<file path="src/rtl/conv_stream_engine.sv">
// conv_stream_engine
//
// Purpose: stores a CONV_DIM x CONV_DIM signed kernel and a MATRIX_DIM x
// MATRIX_DIM signed matrix. Both are loaded row-major through a valid/ready
// stream. On start, the block slides the kernel over the matrix with a
// run-time stride of 1 or 2. It computes one window sum per CONV_DIM^2
// cycles and emits each sum on a back-pressured output stream.
//
// Optional feature: define CONV_RELU_EN to clamp negative window sums to 0
// on out_data. Without it, the raw wrapped signed sum is emitted. Handshakes
// and timing are the same either way.
//
// Handshake semantics (both streams): a transfer happens on a rising clk
// edge where valid and ready are both high. A producer holding valid keeps
// its data stable until that edge. in_ready does not depend on in_valid.
// out_valid and out_data do not depend on out_ready.
//
// Ports:
//   clk        clock
//   rst        asynchronous active-low reset
//   in_valid   load word valid
//   in_ready   load word accepted (high only in IDLE)
//   in_sel     0 = kernel word, 1 = matrix word
//   in_data    signed load word
//   start      begin a run (sampled in IDLE only)
//   stride     0 = stride 1, 1 = stride 2 (latched on accepted start)
//   busy       high outside IDLE
//   out_valid  window sum valid
//   out_ready  consumer accepts the window sum
//   out_data   signed window sum (ACC_WIDTH bits, wraps modulo 2^ACC_WIDTH)
//   out_last   marks the final window of a run
//   done       one-cycle pulse after the final result is accepted
//   dbg_state  current FSM state (0 IDLE, 1 COMPUTE, 2 OUTPUT, 3 DONE)
module conv_stream_engine #(
    parameter int DATA_WIDTH = 8,
    parameter int MATRIX_DIM = 16,
    parameter int CONV_DIM   = 3,
    parameter int ACC_WIDTH  = 2*DATA_WIDTH + $clog2(CONV_DIM*CONV_DIM)
) (
    input  logic                  clk,
    input  logic                  rst,
    input  logic                  in_valid,
    output logic                  in_ready,
    input  logic                  in_sel,
    input  logic [DATA_WIDTH-1:0] in_data,
    input  logic                  start,
    input  logic                  stride,
    output logic                  busy,
    output logic                  out_valid,
    input  logic                  out_ready,
    output logic [ACC_WIDTH-1:0]  out_data,
    output logic                  out_last,
    output logic                  done,
    output logic [1:0]            dbg_state
);

    localparam int KN  = CONV_DIM * CONV_DIM;
    localparam int MN  = MATRIX_DIM * MATRIX_DIM;
    localparam int KIW = (KN > 1) ? $clog2(KN) : 1;
    localparam int MIW = (MN > 1) ? $clog2(MN) : 1;
    localparam int RW  = $clog2(MATRIX_DIM) + 1;
    localparam int CW  = $clog2(CONV_DIM) + 1;
    localparam int N1  = MATRIX_DIM - CONV_DIM + 1;
    localparam int N2  = (MATRIX_DIM - CONV_DIM) / 2 + 1;

    typedef enum logic [1:0] {
        S_IDLE    = 2'd0,
        S_COMPUTE = 2'd1,
        S_OUTPUT  = 2'd2,
        S_DONE    = 2'd3
    } state_t;

    state_t state, state_nx;

    logic signed [DATA_WIDTH-1:0] kernel_mem [KN];
    logic signed [DATA_WIDTH-1:0] matrix_mem [MN];

    logic [KIW-1:0]               k_ptr;
    logic [MIW-1:0]               m_ptr;
    logic                         stride_q;
    logic [CW-1:0]                tap_i;
    logic [CW-1:0]                tap_j;
    logic [KIW-1:0]               tap_k;
    logic [RW-1:0]                win_r;
    logic [RW-1:0]                win_c;
    logic [RW-1:0]                n_last;
    logic signed [ACC_WIDTH-1:0]  acc;
    logic signed [ACC_WIDTH-1:0]  result;

    logic [RW-1:0]                m_row;
    logic [RW-1:0]                m_col;
    logic [MIW-1:0]               m_idx;
    logic signed [2*DATA_WIDTH-1:0] prod;

    logic tap_first;
    logic tap_last;
    logic win_last;
    logic load_fire;
    logic start_fire;
    logic out_fire;

    // The last window index on each axis depends on the latched stride.
    assign n_last = stride_q ? RW'(N2 - 1) : RW'(N1 - 1);

    // Matrix element under the current tap. The window base is
    // (win_r*S, win_c*S). S is 1 or 2, so the multiply is a shift.
    assign m_row = RW'(win_r << stride_q) + RW'(tap_i);
    assign m_col = RW'(win_c << stride_q) + RW'(tap_j);
    assign m_idx = MIW'(m_row) * MIW'(MATRIX_DIM) + MIW'(m_col);
    assign prod  = kernel_mem[tap_k] * matrix_mem[m_idx];

    assign tap_first  = (tap_k == '0);
    assign tap_last   = (tap_k == KIW'(KN - 1));
    assign win_last   = (win_r == n_last) && (win_c == n_last);
    assign load_fire  = in_valid && (state == S_IDLE);
    assign start_fire = start && (state == S_IDLE);
    assign out_fire   = out_ready && (state == S_OUTPUT);

`ifdef CONV_RELU_EN
    // Negative detection uses the wrapped accumulator sign bit.
    assign result = acc[ACC_WIDTH-1] ? '0 : acc;
`else
    assign result = acc;
`endif

    assign dbg_state = state;

    always_ff @(posedge clk or negedge rst) begin
        if (!rst) begin
            state <= S_IDLE;
        end else begin
            state <= state_nx;
        end
    end

    always_comb begin
        state_nx  = state;
        in_ready  = 1'b0;
        busy      = 1'b1;
        out_valid = 1'b0;
        out_data  = '0;
        out_last  = 1'b0;
        done      = 1'b0;
        case (state)
            S_IDLE: begin
                in_ready = 1'b1;
                busy     = 1'b0;
                if (start) begin
                    state_nx = S_COMPUTE;
                end
            end
            S_COMPUTE: begin
                if (tap_last) begin
                    state_nx = S_OUTPUT;
                end
            end
            S_OUTPUT: begin
                out_valid = 1'b1;
                out_data  = result;
                out_last  = win_last;
                if (out_ready) begin
                    state_nx = win_last ? S_DONE : S_COMPUTE;
                end
            end
            S_DONE: begin
                done     = 1'b1;
                state_nx = S_IDLE;
            end
            default: begin
                state_nx = S_IDLE;
            end
        endcase
    end

    always_ff @(posedge clk or negedge rst) begin
        if (!rst) begin
            for (int i = 0; i < KN; i++) begin
                kernel_mem[i] <= '0;
            end
            for (int i = 0; i < MN; i++) begin
                matrix_mem[i] <= '0;
            end
            k_ptr    <= '0;
            m_ptr    <= '0;
            stride_q <= 1'b0;
            tap_i    <= '0;
            tap_j    <= '0;
            tap_k    <= '0;
            win_r    <= '0;
            win_c    <= '0;
            acc      <= '0;
        end else begin
            if (load_fire) begin
                if (in_sel) begin
                    matrix_mem[m_ptr] <= in_data;
                    m_ptr <= (m_ptr == MIW'(MN - 1)) ? '0 : m_ptr + 1'b1;
                end else begin
                    kernel_mem[k_ptr] <= in_data;
                    k_ptr <= (k_ptr == KIW'(KN - 1)) ? '0 : k_ptr + 1'b1;
                end
            end

            // Placed after the load so a word arriving with start is still
            // written. The pointer clear then takes priority.
            if (start_fire) begin
                k_ptr    <= '0;
                m_ptr    <= '0;
                stride_q <= stride;
                tap_i    <= '0;
                tap_j    <= '0;
                tap_k    <= '0;
                win_r    <= '0;
                win_c    <= '0;
            end

            if (state == S_COMPUTE) begin
                // The first tap overwrites the accumulator, so no separate
                // clear is needed between windows.
                acc <= tap_first ? ACC_WIDTH'(prod) : acc + ACC_WIDTH'(prod);
                if (tap_last) begin
                    tap_i <= '0;
                    tap_j <= '0;
                    tap_k <= '0;
                end else begin
                    tap_k <= tap_k + 1'b1;
                    if (tap_j == CW'(CONV_DIM - 1)) begin
                        tap_j <= '0;
                        tap_i <= tap_i + 1'b1;
                    end else begin
                        tap_j <= tap_j + 1'b1;
                    end
                end
            end

            if (out_fire && !win_last) begin
                if (win_c == n_last) begin
                    win_c <= '0;
                    win_r <= win_r + 1'b1;
                end else begin
                    win_c <= win_c + 1'b1;
                end
            end
        end
    end

endmodule

</file>
<file path="config.mk">
export PLATFORM = sky130hd
export DESIGN_NAME = conv_stream_engine
export DESIGN_NICKNAME = d
export VERILOG_FILES = /design/src/rtl/conv_stream_engine.sv
export SDC_FILE = /design/constraint.sdc
export NUM_CORES = 2
export LEC_CHECK = 0
export BUFFER_PORTS_ARGS = -buffer_cell sky130_fd_sc_hd__clkbuf_2
export CAP_MARGIN = 15
export CORE_ASPECT_RATIO = 0.8
export CORE_MARGIN = 4
export CORE_UTILIZATION = 55
export DETAILED_ROUTE_END_ITERATION = 8
export PLACE_DENSITY_LB_ADDON = 0.08
export SLEW_MARGIN = 0
export SYNTH_ARGS = -nofsm -noshare
export SYNTH_HDL_FRONTEND = slang
export SYNTH_SLANG_ARGS = --single-unit
</file>
<file path="constraint.sdc">
create_clock -name clk -period 10.5 [get_ports clk]
set_input_delay 2.1 -clock clk [delete_from_list [all_inputs] [get_ports clk]]
set_output_delay 2.1 -clock clk [all_outputs]
set_load 0.1 [all_outputs]
</file>
==> impl_metrics.toml <==
[run_status]
status = "completed"

[power_and_ir_drop]
p_switching_mw = 10.1
clockPowerShare_pct = 28.2
p_leak_nw = 55.7
comb_power_share_pct = 40.2
total_power_mw = 27.9
peakVddDrop_mv = 0.419
p_per_area_mw_per_mm2 = 243
pwr-share-seq_pct = 31.6
switching_share_pct = 36.3
intPower_mw = 17.8

[synthesis]
synth-seq-cells = 2175
synth_most_common_cell = "dfrtp_1"
synthesis.area_mm2 = 0.104
synth_area_per_cell_um2 = 14.3
ys_types = 72
synth.top_cells.by_area = "dfrtp_1 52%, mux2_2 23%, mux4_2 12%"
syn_inst = 7250
synthFlopType = "dfrtp_1"
syn_nets = 7397
yosys_warnings = 0
async_reset_ff_share_pct = 100
ys_top_cells_by_count = "2175 x dfrtp_1, 2121 x mux2_2, 819 x nand2_1, 531 x mux4_2, 321 x clkbuf_1"
ys_seq_area_share_pct = 52.3
yosysTopAreaCell = "dfrtp_1"
synth_enable_flop_cells = 0
synth_top_area_share_pct = 52.3

[setup_path]
crit_path_max_incr_delay_ps = 870
critPathKind = "register to register"
crit_path_start_kind = "register"
crit_arrival_ps = 10840
endpoint_kind = "register"
critPathSlowestCell = "fa_4"
cp_max_fo = 14
crit_top_cell = "inv_1"
worstPathRequired_ps = 11170
crit_start = "stride_q"
r2r_start = "stride_q"

[drt]
post_drt_wl_per_cell_um = 27.9
antenna_left = 0
avgViaCountPerCell = 6.27
drt_iter0_markers = 4827
vias = 62300
dr.pass1.iters = 5
finalWirelength_um = 277000
drc = 0

[global_route]
grt_start_max_net_pins = 166
grt_overflow = 0
grt_usage_pct = 28.6
antenna_found_initial = 12
grt_pass1_vias = 65100
grt_pass1_wl_um = 425000

[timing]
max_freq_mhz = 98.4
finClkSkew_ps = 33.8
tns_ps = 0
finalSetupViolCount = 0
min_period_ps = 10160
slew_violations = 0
finalHoldViolCount = 0
hold_ws_ps = 489
timing.slew.headroom_pct = 15.6
post-route-period-util_pct = 96.8
worstMarginPinSlew_ps = 1260
rsz0062_at_grt = "no"

[clock_tree]
cts_inserted_buffers = 213
clock_latency_ps = 850
clockRootBuffer = "clkbuf_16"
ctsHtreeMaxLevel = 4
numClockSinks = 2175
clockBufferDepth = 3
cts_tree = "yes"
clk_pin_slew_ps = 60

[placement]
numPortBuffers = 41
gp_congestion = 0.869
placed_cell_area_mm2 = 0.107
dp_hpwl_um = 175000

[flow_run]
maxCapViolCount = 0

[min_path]
min_from = "win_r[4]"
min_path_type = "register to register"

[finish]
drive_above_1_share_pct = 45.2
stdcell_area_mm2 = 0.115
area_growth_pct = 10.4
fillCellCount = 14500
seqCellArea_mm2 = 0.0544
fin_nets = 7362
multi_input_area_mm2 = 0.0470

[floorplan]
start_util_pct = 55.4
io_pins = 42
die_y_um = 397
dieArea_mm2 = 0.196
core_mm2 = 0.188
die_w_um = 494
row_count = 142
power by group through the flow:
stage / sequential, mW / clock, mW / combinational, mW
after floorplan: 8.89 / 0 / 7.89
after global routing: 8.84 / 8.38 / 12.3
after global placement: 8.96 / 0 / 11.0
after detailed placement: 8.97 / 0 / 11.2
final: 8.81 / 7.89 / 11.2
after CTS: 8.81 / 8.03 / 11.3
logic make-up (layout without fill, tap and decap cells):
kind of cell | after synthesis | after routing | share of synthesized area [%]
muxes | 2700 | 2700 | 34.9
DFF | 2175 | 2175 | 52.3
and+or+nand+nor | 1201 | 1201 | 4.92
buffers and inverters | 623 | 770 | 2.78
AOI/OAI and AO/OA | 369 | 369 | 2.57
adders and majority gates | 132 | 132 | 2.01
xor gates and xnor gates | 50 | 50 | 0.436
other | 0 | 5 | 0
layout make-up:
class,count,area share [%]
flip-flops and latches,2175,47.4
clock buffers,323,5.55
diodes,5,0.0109
repair buffers,269,2.29
well taps,2520,2.75
inverters,104,0.344
multi-input cells,4452,40.9
clock inverters,74,0.715
worst max-delay path, delay by kind of cell, from the launching register on:
| kind | cells | cell delay, ps |
|---|---|---|
| AND/OR/NAND/NOR | 4 | 780 |
| adder cells (fa/ha/maj) | 9 | 3500 |
| AO/OA/AOI/OAI | 16 | 3440 |
| flip-flops | 1 | 370 |
| multiplexers | 2 | 580 |
| buffers and inverters | 9 | 1260 |
layout by cell type (no fill, tap or decap), types with 9 or more instances in the layout:
cell       count
bufinv_16     15
ha_1          70
mux4_2       531
o21ai_0       53
xor2_1        19
nor2_1        73
mux2i_1       46
a21o_1        13
a211oi_1      11
nand3_1      122
a31oi_2       16
and2_1        26
o22ai_1       48
clkbuf_16    220
and3_1        79
a311oi_1      70
a21oi_1       54
inv_1        101
clkbuf_2      32
clkbuf_1      55
o22a_1        16
clkbuf_8      48
clkinv_2      51
xnor2_1       25
a31oi_1       37
fa_1          58
nor2_4        12
dfrtp_1     2175
nor3_1         9
a311o_1       12
buf_12        48
nand2_1      819
mux2_2      2121
buf_4        177
per-layer routing:
layer  wire (um)  track usage [%]  vias to the layer above
li1            -                -                    26600
met1      125000             42.8                    33500
met2      125000             43.1                     1672
met3       16900             5.10                      464
met4        9750             9.01                        0
met5           0                0                        -
metrics by stage:
step	std cells	utilization [%]	setup slack [ps]
floorplan	7250	-	1300
global placement	9518	57.3	209
detailed placement	9518	57.3	173
CTS	9915	61.1	165
global route	9917	61.2	9.70
finish	9922	61.2	337
sequential cells by signal, indices dropped and copies added, names as in the netlist:
| register | cells |
|---|---|
| matrix_mem | 2048 |
| m_ptr | 8 |
| win_r | 5 |
| tap_j | 3 |
| acc | 20 |
| dbg_state | 2 |
| stride_q | 1 |
| tap_k | 4 |
| kernel_mem | 72 |
| k_ptr | 4 |
| tap_i | 3 |
| win_c | 5 |
what timing repair did:
item / CTS / global route
hold buffers: 0 / 0
resized for setup: 0 / 20
setup endpoints to repair: 0 / 3
setup buffers: 0 / 1
path summary, 6_finish.rpt:
kind | slack (ps) | depth (start not counted) | to
setup / recovery | 340 | 40 | acc[19]
hold / removal | 490 | 1 | win_r[4]
setup reg to reg | 340 | 40 | acc[19]
hold reg to reg | 490 | 1 | win_r[4]
max in group asynchronous | 6890 | 3 | matrix_mem[333]
min in group asynchronous | 1250 | 1 | matrix_mem[530]
(Power assumes the default switching activity.)
